### config.mk
export PLATFORM = sky130hd
export DESIGN_NAME = hazard_flush_ctrl
export DESIGN_NICKNAME = d
export VERILOG_FILES = /design/src/rtl/hazard_flush_ctrl.sv
export SDC_FILE = /design/constraint.sdc
export NUM_CORES = 1
export LEC_CHECK = 0
export CAP_MARGIN = 20
export CORE_MARGIN = 3
export CORE_UTILIZATION = 50
export CTS_CLUSTER_SIZE = 30
export DETAILED_ROUTE_END_ITERATION = 10
export PLACE_DENSITY_LB_ADDON = 0.05
export SLEW_MARGIN = 20
export SYNTH_ARGS = -nofsm -noshare
export SYNTH_HDL_FRONTEND = slang
export SYNTH_SLANG_ARGS = --single-unit
### constraint.sdc
create_clock -name clk -period 9 [get_ports clk]
set_input_delay 2.7 -clock clk [delete_from_list [all_inputs] [get_ports clk]]
set_output_delay 2.7 -clock clk [all_outputs]
set_load 0.02 [all_outputs]
### src/rtl/hazard_flush_ctrl.sv
// Pipeline hazard/flush controller for the 5-stage MIPS core.
// Combines load-use stalls, EX-resolved branch mispredicts and mult/div
// occupancy into the PC / IF/ID / ID/EX control strobes. It also registers
// the 2-bit branch prediction counter update and keeps two saturating
// performance counters.
//
// Handshake note: there is no valid/ready pair here. Every control output
// is a same-cycle (Mealy) response to the inputs presented in this cycle.
// The only exception is pred_upd_en/pred_buf_upd, which present a branch
// resolved at edge N during cycle N+1.
//
// fsm_state exposes the controller state for observation:
// 0 = RUN, 1 = MD_BUSY.
module hazard_flush_ctrl #(
  parameter int MD_LATENCY = 4,
  parameter int CNT_W      = 16
) (
  input  logic             clk,
  input  logic             rst_n,
  input  logic [4:0]       id_rs,
  input  logic [4:0]       id_rt,
  input  logic             id_uses_rt,
  input  logic             idex_mem_read,
  input  logic [4:0]       idex_rt,
  input  logic             id_md_start,
  input  logic             ex_branch_valid,
  input  logic             ex_branch_taken,
  input  logic             ex_predict,
  input  logic [1:0]       ex_pred_buf,
  output logic             pc_write,
  output logic             if_id_write,
  output logic             if_id_flush,
  output logic             id_ex_bubble,
  output logic             redirect_sel,
  output logic             md_abort,
  output logic             pred_upd_en,
  output logic [1:0]       pred_buf_upd,
  output logic [CNT_W-1:0] stall_cnt,
  output logic [CNT_W-1:0] flush_cnt,
  output logic [0:0]       fsm_state
);

  localparam logic [0:0] RUN     = 1'b0;
  localparam logic [0:0] MD_BUSY = 1'b1;

  // MD_LATENCY is at most 15, so 4 bits always hold the remaining count.
  localparam int MD_W = 4;

  logic [0:0]      state;
  logic [0:0]      state_nxt;
  logic [MD_W-1:0] md_cnt;
  logic [MD_W-1:0] md_cnt_nxt;
  logic            mispredict;
  logic            loaduse;

  // A branch is wrong-path whenever the resolved outcome disagrees with the
  // prediction carried down the pipe. A load into r0 never creates a hazard.
  always_comb begin
    mispredict = ex_branch_valid & (ex_branch_taken != ex_predict);
    loaduse    = idex_mem_read & (idex_rt != 5'd0) &
                 ((idex_rt == id_rs) | (id_uses_rt & (idex_rt == id_rt)));
  end

  // Control strobes and next state. The priority order is mispredict first,
  // then mult/div occupancy, then load-use, then a new mult/div issue.
  always_comb begin
    pc_write     = 1'b1;
    if_id_write  = 1'b1;
    if_id_flush  = 1'b0;
    id_ex_bubble = 1'b0;
    redirect_sel = 1'b0;
    md_abort     = 1'b0;
    state_nxt    = state;
    md_cnt_nxt   = md_cnt;
    if (!rst_n) begin
      // Hold the pipeline frozen and bubbled while reset is asserted.
      pc_write     = 1'b0;
      if_id_write  = 1'b0;
      id_ex_bubble = 1'b1;
    end else if (mispredict) begin
      // A wrong-path mult/div is cancelled along with the flush.
      if_id_flush  = 1'b1;
      id_ex_bubble = 1'b1;
      redirect_sel = 1'b1;
      md_abort     = (state == MD_BUSY);
      state_nxt    = RUN;
      md_cnt_nxt   = '0;
    end else if (state == MD_BUSY) begin
      // Load-use and new issues are irrelevant while frozen.
      pc_write     = 1'b0;
      if_id_write  = 1'b0;
      id_ex_bubble = 1'b1;
      if (md_cnt == '0) begin
        state_nxt = RUN;
      end else begin
        md_cnt_nxt = md_cnt - 1'b1;
      end
    end else if (loaduse) begin
      pc_write     = 1'b0;
      if_id_write  = 1'b0;
      id_ex_bubble = 1'b1;
    end else if (id_md_start) begin
      // The issue cycle itself flows normally. The freeze starts next cycle
      // and lasts MD_LATENCY cycles (count MD_LATENCY-1 down to 0).
      state_nxt  = MD_BUSY;
      md_cnt_nxt = MD_W'(MD_LATENCY - 1);
    end
  end

  // FSM state and mult/div occupancy counter.
  always_ff @(posedge clk or negedge rst_n) begin
    if (!rst_n) begin
      state  <= RUN;
      md_cnt <= '0;
    end else begin
      state  <= state_nxt;
      md_cnt <= md_cnt_nxt;
    end
  end

  // Registered 2-bit saturating predictor update for each resolved branch.
  // The last value is held when no branch resolves.
  always_ff @(posedge clk or negedge rst_n) begin
    if (!rst_n) begin
      pred_upd_en  <= 1'b0;
      pred_buf_upd <= 2'd0;
    end else begin
      pred_upd_en <= ex_branch_valid;
      if (ex_branch_valid) begin
        if (ex_branch_taken) begin
          pred_buf_upd <= (ex_pred_buf == 2'd3) ? 2'd3 : ex_pred_buf + 2'd1;
        end else begin
          pred_buf_upd <= (ex_pred_buf == 2'd0) ? 2'd0 : ex_pred_buf - 2'd1;
        end
      end
    end
  end

  // Saturating performance counters: stalled cycles and mispredict flushes.
  always_ff @(posedge clk or negedge rst_n) begin
    if (!rst_n) begin
      stall_cnt <= '0;
      flush_cnt <= '0;
    end else begin
      if (!pc_write && (stall_cnt != {CNT_W{1'b1}})) begin
        stall_cnt <= stall_cnt + 1'b1;
      end
      if (mispredict && (flush_cnt != {CNT_W{1'b1}})) begin
        flush_cnt <= flush_cnt + 1'b1;
      end
    end
  end

  assign fsm_state = state;

endmodule

== Word-level counts from Yosys, hierarchy flattened ==
Cells that the tools add are included.
Word-level totals
  register bits after elaboration: 40
  word-level logic and storage cells: 57
Operators by class
  add/sub/neg operators: 5
  eq/ne operators: 8
  muxes and demuxes: 25
  bitwise operators: 5
  reductions and logical operators: 8
Operator list (number)
  adder 16 x 1 -> 16 bit (second input constant): 2
  inequality test 16 bit (second input constant): 2
  two-way mux 4 bit: 5
  two-way mux 1 bit: 17
  == test 5 bit: 2
  two-way mux 2 bit: 3
  inequality test 3 bit (second input constant): 2
  nonzero test 5 bit: 1
  bitwise AND 1 bit: 4
  zero test 4 bit: 1
  AND reduction 4 bit: 1
  subtractor 4 x 1 -> 4 bit (second input constant): 1
  nonzero test 3 bit: 1
  adder 2 x 1 -> 2 bit (second input constant): 1
  == test 2 bit (second input constant): 1
  logical AND 1 bit: 2
  zero test 2 bit: 1
  subtractor 2 x 1 -> 2 bit (second input constant): 1
  zero test 1 bit: 1
  inequality test 1 bit: 1
  OR 1 bit: 1

== Longest topological paths before layout ==
Gate-level depths: netlist of run 1.
  depth in word-level cells: 10
  gate-level depth with buffers: 8
  mapped depth without buffers: 7

== Least setup slack after synthesis of run 1 ==
OpenSTA, ideal clock, no wires.
  path type: input port to output port
  start point: in idex_rt[1]
  end point: out pc_write
  arrival: 4.027 ns
  setup slack: 2.273 ns
  cell stages on the path: 5
  path buffers: 2
  path through: or4_1 o21ai_1 o31a_1 buf_6 buf_4
Between the ends
  cells in the longest elaborated chain, start to end: 8
RTL lines
  from (decl): RTL line 24  | input logic [4:0] idex_rt,
  == test 5 bit: RTL line 61  | ((idex_rt == id_rs) | (id_uses_rt & (idex_rt == id_rt)));
  bitwise AND 1 bit: RTL line 61
  OR 1 bit: RTL line 61
  bitwise AND 1 bit *: RTL line 60  | loaduse = idex_mem_read & (idex_rt != 5'd0) &
  two-way mux 1 bit * (4 in a row)
  to (decl): RTL line 30  | output logic pc_write,
Mark *: on every way between the ends. The rest lies on a longest branch, timed or not.

== Worst setup path after layout of run 1 ==
  start point: in idex_rt[2]
  end point: out pc_write
Between the ends
  cells in the longest elaborated chain, start to end: 8
RTL lines
  == test 5 bit: RTL line 61
  bitwise AND 1 bit: RTL line 61
  OR 1 bit: RTL line 61
  bitwise AND 1 bit *: RTL line 60
  two-way mux 1 bit *: RTL line 98  | end else if (loaduse) begin
  two-way mux 1 bit *: RTL line 88  | end else if (state == MD_BUSY) begin
  two-way mux 1 bit *: RTL line 80  | end else if (mispredict) begin
  two-way mux 1 bit *: RTL line 75  | if (!rst_n) begin
Marks and branches as above.

==> metrics.yaml, run 1 <==
outcome:
  outcome: "complete, no violations"
grt:
  track_usage_pct: 19.66
  overflow: 0
  antenna_found_initial: 0
  grt_pass1_wl_mm: 8.128
  grt_max_degree: 46
  first_global_vias: 1748
layout:
  final_cells: 328
  drive_above_1_share_pct: 8.273
  insertedDiodeCount: 0
  final_core_util_pct: 72.57
  syn_to_final_growth_pct: 37.07
  nets: 306
logic_synthesis:
  syn-num-nets: 237
  synth_seq_cells: 40
  synth_top_area_cell: "dfrtp_1"
  syn_area_sq_um: 2163
  yosysSeqAreaShare_pct: 46.27
  synth_top_area_share_pct: 46.27
  avgSynthCellArea_sq_um: 10.40
  synthFlopType: "dfrtp_1"
  netlist_instances: 208
  yosysWarnings: 0
  synth_edf_count: 0
  yosys-top-cells-area: "dfrtp_1 46%, xor2_1 10%, xnor2_1 4.5%"
  synth.distinct_cells: 43
  ys_async_sr_fraction_pct: 100.0
sta:
  fin_crit_sh_pct: 85.95
  min_period_ns: 7.736
  final_max_slew_viol_count: 0
  fin_ws_ns: 1.264
  setup_violations: 0
  worst_pin_slew_ns: 0.8876
  totalNegativeSetupSlack_ns: 0
  fmax_mhz: 129.3
  hold_viol: 0
  clock_skew_ns: 0.007851
  rsz0062_at_grt: "no"
  slew_headroom_pct: 40.61
cts:
  root_buffer: "clkbuf_8"
  ctsHoldBuffers: 0
  post_cts_buffers: 0
  cts_tree: "yes"
  cts_buffers: 5
  clk_pin_slew_ns: 0.08
  clock_tree.buffer_depth: 2
  htreeDepth: 2
  ctsResizeCount: 0
  insertion_delay_ns: 0.29
  cts.sinks: 40
drt:
  wire_per_inst_microns: 14.44
  wl_mm: 4.735
  drtIter0Drc: 166
  num_vias: 1796
  antenna_left: 0
  drcViolationCount: 0
  drt-vias-per-instance: 5.476
  dr.pass1.iters: 4
die:
  dieHeight_microns: 71.78
  start_util_pct: 52.94
  coreArea_sq_um: 4086
  die_area_sq_um: 5152
  num_rows: 23
  die_x_microns: 71.78
  num_io_pins: 67
placement:
  hpwl_mm: 3.465
  port_buffers: 66
  place_inst: 320
  gp_congestion: 0.8017
  pre_cts_slack_ns: 1.260
pwr:
  leakage_nw: 1.240
  power_density_nw_per_um2: 238.2
  ir_drop_mv: 0.1972
worst_setup_path:
  cp_slowest_stage_delay_ns: 0.69
  start_kind: "primary input"
  path_common_cell: "clkdlybuf4s50_1"
  crit_family: "buffers and inverters"
  worstPathCellList: "clkdlybuf4s50_1, or4_1, o21ai_1, o31a_1, clkdlybuf4s50_1"
  crit_path_max_fanout: 7
  worst_ep_arrival_time_ns: 5.04
  crit_buf_inv: 2
  crit_required_ns: 6.30
  end_kind: "primary output"
  rrSetupSlack_ns: 6.48
  crit_type: "primary input to primary output"
  critPathSlowestCell: "clkdlybuf4s50_1"
job:
  maxCapViolCount: 0
hold_path:
  holdCritPathClass: "flop to flop"
## layout by cell type (no fill, tap or decap), types with 2 or more instances in the layout
cell type / n
nor3_1: 6
ha_1: 4
dfrtp_1: 40
and2_1: 2
nor4b_1: 3
nand3_1: 14
o21ai_0: 3
or4_1: 2
and3_1: 2
a21oi_1: 9
inv_1: 10
nor2_1: 12
a22o_1: 2
nand2_1: 16
xnor2_1: 11
clkbuf_8: 5
mux2_2: 6
nand4_1: 7
xor2_1: 25
buf_4: 2
clkdlybuf4s50_1: 65
maj3_1: 2
nor4_1: 5
nor4_2: 3
## synthesized netlist by cell type (3+ instances only)
master / instances
nand2_1: 16
nor4_2: 3
dfrtp_1: 40
nand4_1: 7
nand3_1: 14
xor2_1: 25
inv_1: 10
nor4_1: 5
mux2_2: 6
nor2_1: 12
xnor2_1: 11
nor4b_1: 3
o21ai_0: 3
a21oi_1: 9
ha_1: 4
nor3_1: 6
## report_power, final
part / internal, mW / switching (mW)
Clock: 0.0823 / 0.0607
Sequential: 0.226 / 0.0627
Combinational: 0.138 / 0.137
Total: 0.446 / 0.260
## flip-flops by register name, summed over array words and instances, names as in the netlist
| signal | count |
|---|---|
| flush_cnt | 16 |
| stall_cnt | 16 |
| md_cnt | 4 |
| pred_buf_upd | 2 |
| fsm_state | 1 |
| pred_upd_en | 1 |
## metrics by stage
stage	hold WS [ns]	power (mW)	cell area, sq um
6_report	0.4852	0.7064	2965
5_1_grt	0.5020	0.7513	2965
4_1_cts	0.4907	0.7114	2965
3_5_place_dp	0.4728	0.5668	2858
3_3_place_gp	0.4832	0.5612	2858
2_1_floorplan	0.4922	0.4406	2163
## metal layers
layer  share of wire (%)  GRT usage [%]  routed length (microns)
met1                  46          28.12                     2200
met2                  48          29.69                     2269
met3                 4.5          4.769                      212
met4                 1.1          5.846                       53
met5                   0              0                        0
## path summary, 6_finish.rpt
| kind | from | to | cells past startpoint |
|---|---|---|---|
| worst max-delay path | idex_rt[2] | pc_write | 5 |
| worst min-delay path | stall_cnt[8]$_DFFE_PN0P_ | stall_cnt[8]$_DFFE_PN0P_ | 1 |
| worst max register to register | stall_cnt[4]$_DFFE_PN0P_ | stall_cnt[1]$_DFFE_PN0P_ | 6 |
| worst min register to register | stall_cnt[8]$_DFFE_PN0P_ | stall_cnt[8]$_DFFE_PN0P_ | 1 |
| max in group asynchronous | rst_n | stall_cnt[15]$_DFFE_PN0P_ | 2 |
| min in group asynchronous | rst_n | md_cnt[2]$_DFFE_PN0P_ | 2 |
## layout make-up
type | count | area, sq um
inverters | 10 | 37.54
repair buffers | 68 | 670.6
clock inverters | 2 | 35.03
clock buffers | 6 | 72.57
multi-input cells | 152 | 1086
fillers | 312 | 1121
flip-flops and latches | 40 | 1001
well taps | 50 | 62.56
## kinds of logic after synthesis
logic type / share of synthesized area (%)
multiplexers: 3.123
adder cells (fa/ha/maj): 3.239
flip-flops: 46.27
AND/OR/NAND/NOR: 21.17
AO/OA/AOI/OAI: 8.097
buffers and inverters: 3.528
XOR/XNOR: 14.57
No activity file was read; power rests on OpenSTA's default activity.
==> run 2: changes to the inputs <==
--- a/config.mk
+++ b/config.mk
@@ -7,7 +7,7 @@
 export LEC_CHECK = 0
 export CAP_MARGIN = 20
 export CORE_MARGIN = 3
-export CORE_UTILIZATION = 50
+export CORE_UTILIZATION = 42
 export CTS_CLUSTER_SIZE = 30
 export DETAILED_ROUTE_END_ITERATION = 10
 export PLACE_DENSITY_LB_ADDON = 0.05
==> constraint.sdc (replaced) <==
create_clock -name clk -period 6.4 [get_ports clk]
set_input_delay 1.92 -clock clk [delete_from_list [all_inputs] [get_ports clk]]
set_output_delay 1.92 -clock clk [all_outputs]
set_load 0.02 [all_outputs]
==> run 2 against run 1 <==
Combinational power rose by 41%; largest cell class unchanged; routed wire length rose by 2.3%; worst hold slack barely moved; register-to-register slack got worse by 2.6 ns; sequential power rose by 40%.
==> metrics.yaml, run 2 (same netlist as run 1, synthesis figures left out) <==
outcome:
  outcome: "complete, no violations"  # unchanged
drt:
  wl_mm: 4.844  # was 4.735 mm
  dr.pass1.iters: 4  # unchanged
  antenna_left: 0  # unchanged
  drcViolationCount: 0  # unchanged
  num_vias: 1780  # was 1,796
  drt-vias-per-instance: 5.145  # was 5.476
  wire_per_inst_microns: 14.00  # was 14.44 microns
  drtIter0Drc: 65  # was 166
cts:
  ctsHoldBuffers: 0  # unchanged
  clk_pin_slew_ns: 0.08  # about the same
  insertion_delay_ns: 0.29  # about the same
  ctsResizeCount: 0  # unchanged
  htreeDepth: 2  # unchanged
  clock_tree.buffer_depth: 2  # unchanged
  cts_buffers: 5  # unchanged
  root_buffer: "clkbuf_8"  # unchanged
  cts_tree: "yes"  # unchanged
  cts.sinks: 40  # unchanged
  post_cts_buffers: 0  # unchanged
layout:
  top_regs: "flush_cnt x16, stall_cnt x16, md_cnt x4"  # unchanged
  nets: 307  # was 306
  syn_to_final_growth_pct: 39.04  # was 37.07%
  drive_above_1_share_pct: 8.961  # was 8.273%
  insertedDiodeCount: 0  # unchanged
  final_cell_mix: "65 x clkdlybuf4s50_1, 40 x dfrtp_1, 25 x xor2_1"  # unchanged
  mostFrequentLayoutCell: "clkdlybuf4s50_1"  # unchanged
placement:
  hpwl_mm: 3.561  # was 3.465 mm
  port_buffers: 66  # unchanged
  gp_congestion: 0.7801  # was 0.8017
grt:
  track_usage_pct: 16.65  # was 19.66%
  antenna_found_initial: 0  # unchanged
  first_global_vias: 1700  # was 1,748
  overflow: 0  # unchanged
  grt_max_degree: 45  # was 46
  grt_pass1_wl_mm: 8.238  # was 8.128 mm
worst_setup_path:
  crit_required_ns: 4.48  # was 6.30 ns
  end_kind: "primary output"  # unchanged
  crit-reg2reg-launch: "stall_cnt[4]$_DFFE_PN0P_"  # unchanged
  crit_type: "primary input to primary output"  # unchanged
  worst_ep_arrival_time_ns: 4.14  # was 5.04 ns
  crit_path_max_fanout: 3  # was 7
  cp-startpoint: "idex_rt[1]"  # was idex_rt[2]
  rrSetupSlack_ns: 3.92  # was 6.48 ns
  start_kind: "primary input"  # unchanged
sta:
  totalNegativeSetupSlack_ns: 0  # unchanged
  min_period_ns: 6.063
  worst_pin_slew_ns: 0.8880  # was 0.8876 ns
  hold_viol: 0  # unchanged
  fmax_mhz: 164.9
  final_max_slew_viol_count: 0  # unchanged
  clock_skew_ns: 0.008889  # was 0.007851 ns
  slew_headroom_pct: 40.58  # was 40.61%
  rsz0062_at_grt: "no"  # unchanged
  fin_crit_sh_pct: 94.74
  setup_violations: 0  # unchanged
die:
  die_x_microns: 77.77  # was 71.78 microns
  die_area_sq_um: 6048  # was 5152 sq um
  start_util_pct: 44.62  # was 52.94%
  num_io_pins: 67  # unchanged
  num_rows: 25  # was 23
  coreArea_sq_um: 4848  # was 4086 sq um
  dieHeight_microns: 77.77  # was 71.78 microns
hold_path:
  holdCritPathClass: "flop to flop"  # unchanged
  hp-start: "stall_cnt[7]$_DFFE_PN0P_"  # was stall_cnt[8]$_DFFE_PN0P_
pwr:
  ir_drop_mv: 0.2511  # was 0.1972 mV
  power_mw: 1.014  # was 0.7064 mW
  leakage_nw: 1.251  # was 1.240 nW
  power_density_nw_per_um2: 337.0  # was 238.2 nW/um^2
job:
  maxCapViolCount: 0  # unchanged
[run 2: area by class of cell]
type	count	area, sq um
inverter	10	37.54
clock inverter	2	38.79
clock buffer	6	82.58
tap	67	83.83
timing repair buffer	69	678.2
fill	418	1841
multi-input combinational	152	1086
sequential	40	1001
[run 2: final timing paths]
kind | to | cells after the start
worst max-delay path | id_ex_bubble | 6
worst min-delay path | stall_cnt[7]$_DFFE_PN0P_ | 1
worst max register to register | stall_cnt[1]$_DFFE_PN0P_ | 6
worst min register to register | stall_cnt[7]$_DFFE_PN0P_ | 1
max in group asynchronous | flush_cnt[8]$_DFFE_PN0P_ | 2
min in group asynchronous | flush_cnt[4]$_DFFE_PN0P_ | 2
[run 2: stage by stage]
stage,setup slack (ns),instances,cell area (sq um),hold slack [ns],utilization (%)
5_1_grt,0.1909,346,3008,0.5109,62.04
3_5_place_dp,0.3155,338,2887,0.4745,59.54
2_1_floorplan,1.233,208,2163,0.4922,-
3_3_place_gp,0.3444,338,2887,0.4712,59.54
4_1_cts,0.3183,346,3008,0.4893,62.04
6_report,0.3367,346,3008,0.4851,62.04
[run 2: routing by layer]
layer	share of wire (%)	vias to the layer above	track usage (%)
li1	-	879	-
met1	46	854	22.76
met2	50	43	26.80
met3	3.6	4	3.828
met4	0.35	0	3.737
met5	0	-	0
[run 2: report_power, final]
group | switching [mW] | internal, mW
sequential | 0.0863 | 0.318
combinational | 0.194 | 0.195
clock | 0.0929 | 0.128
[run 2: critical path: stages]
cell and delay [ns]:
clkdlybuf4s50_1 0.47, or4_1 0.54, o21ai_1 0.22, nor2_1 0.06, or4_1 0.39, clkdlybuf4s50_1 0.54
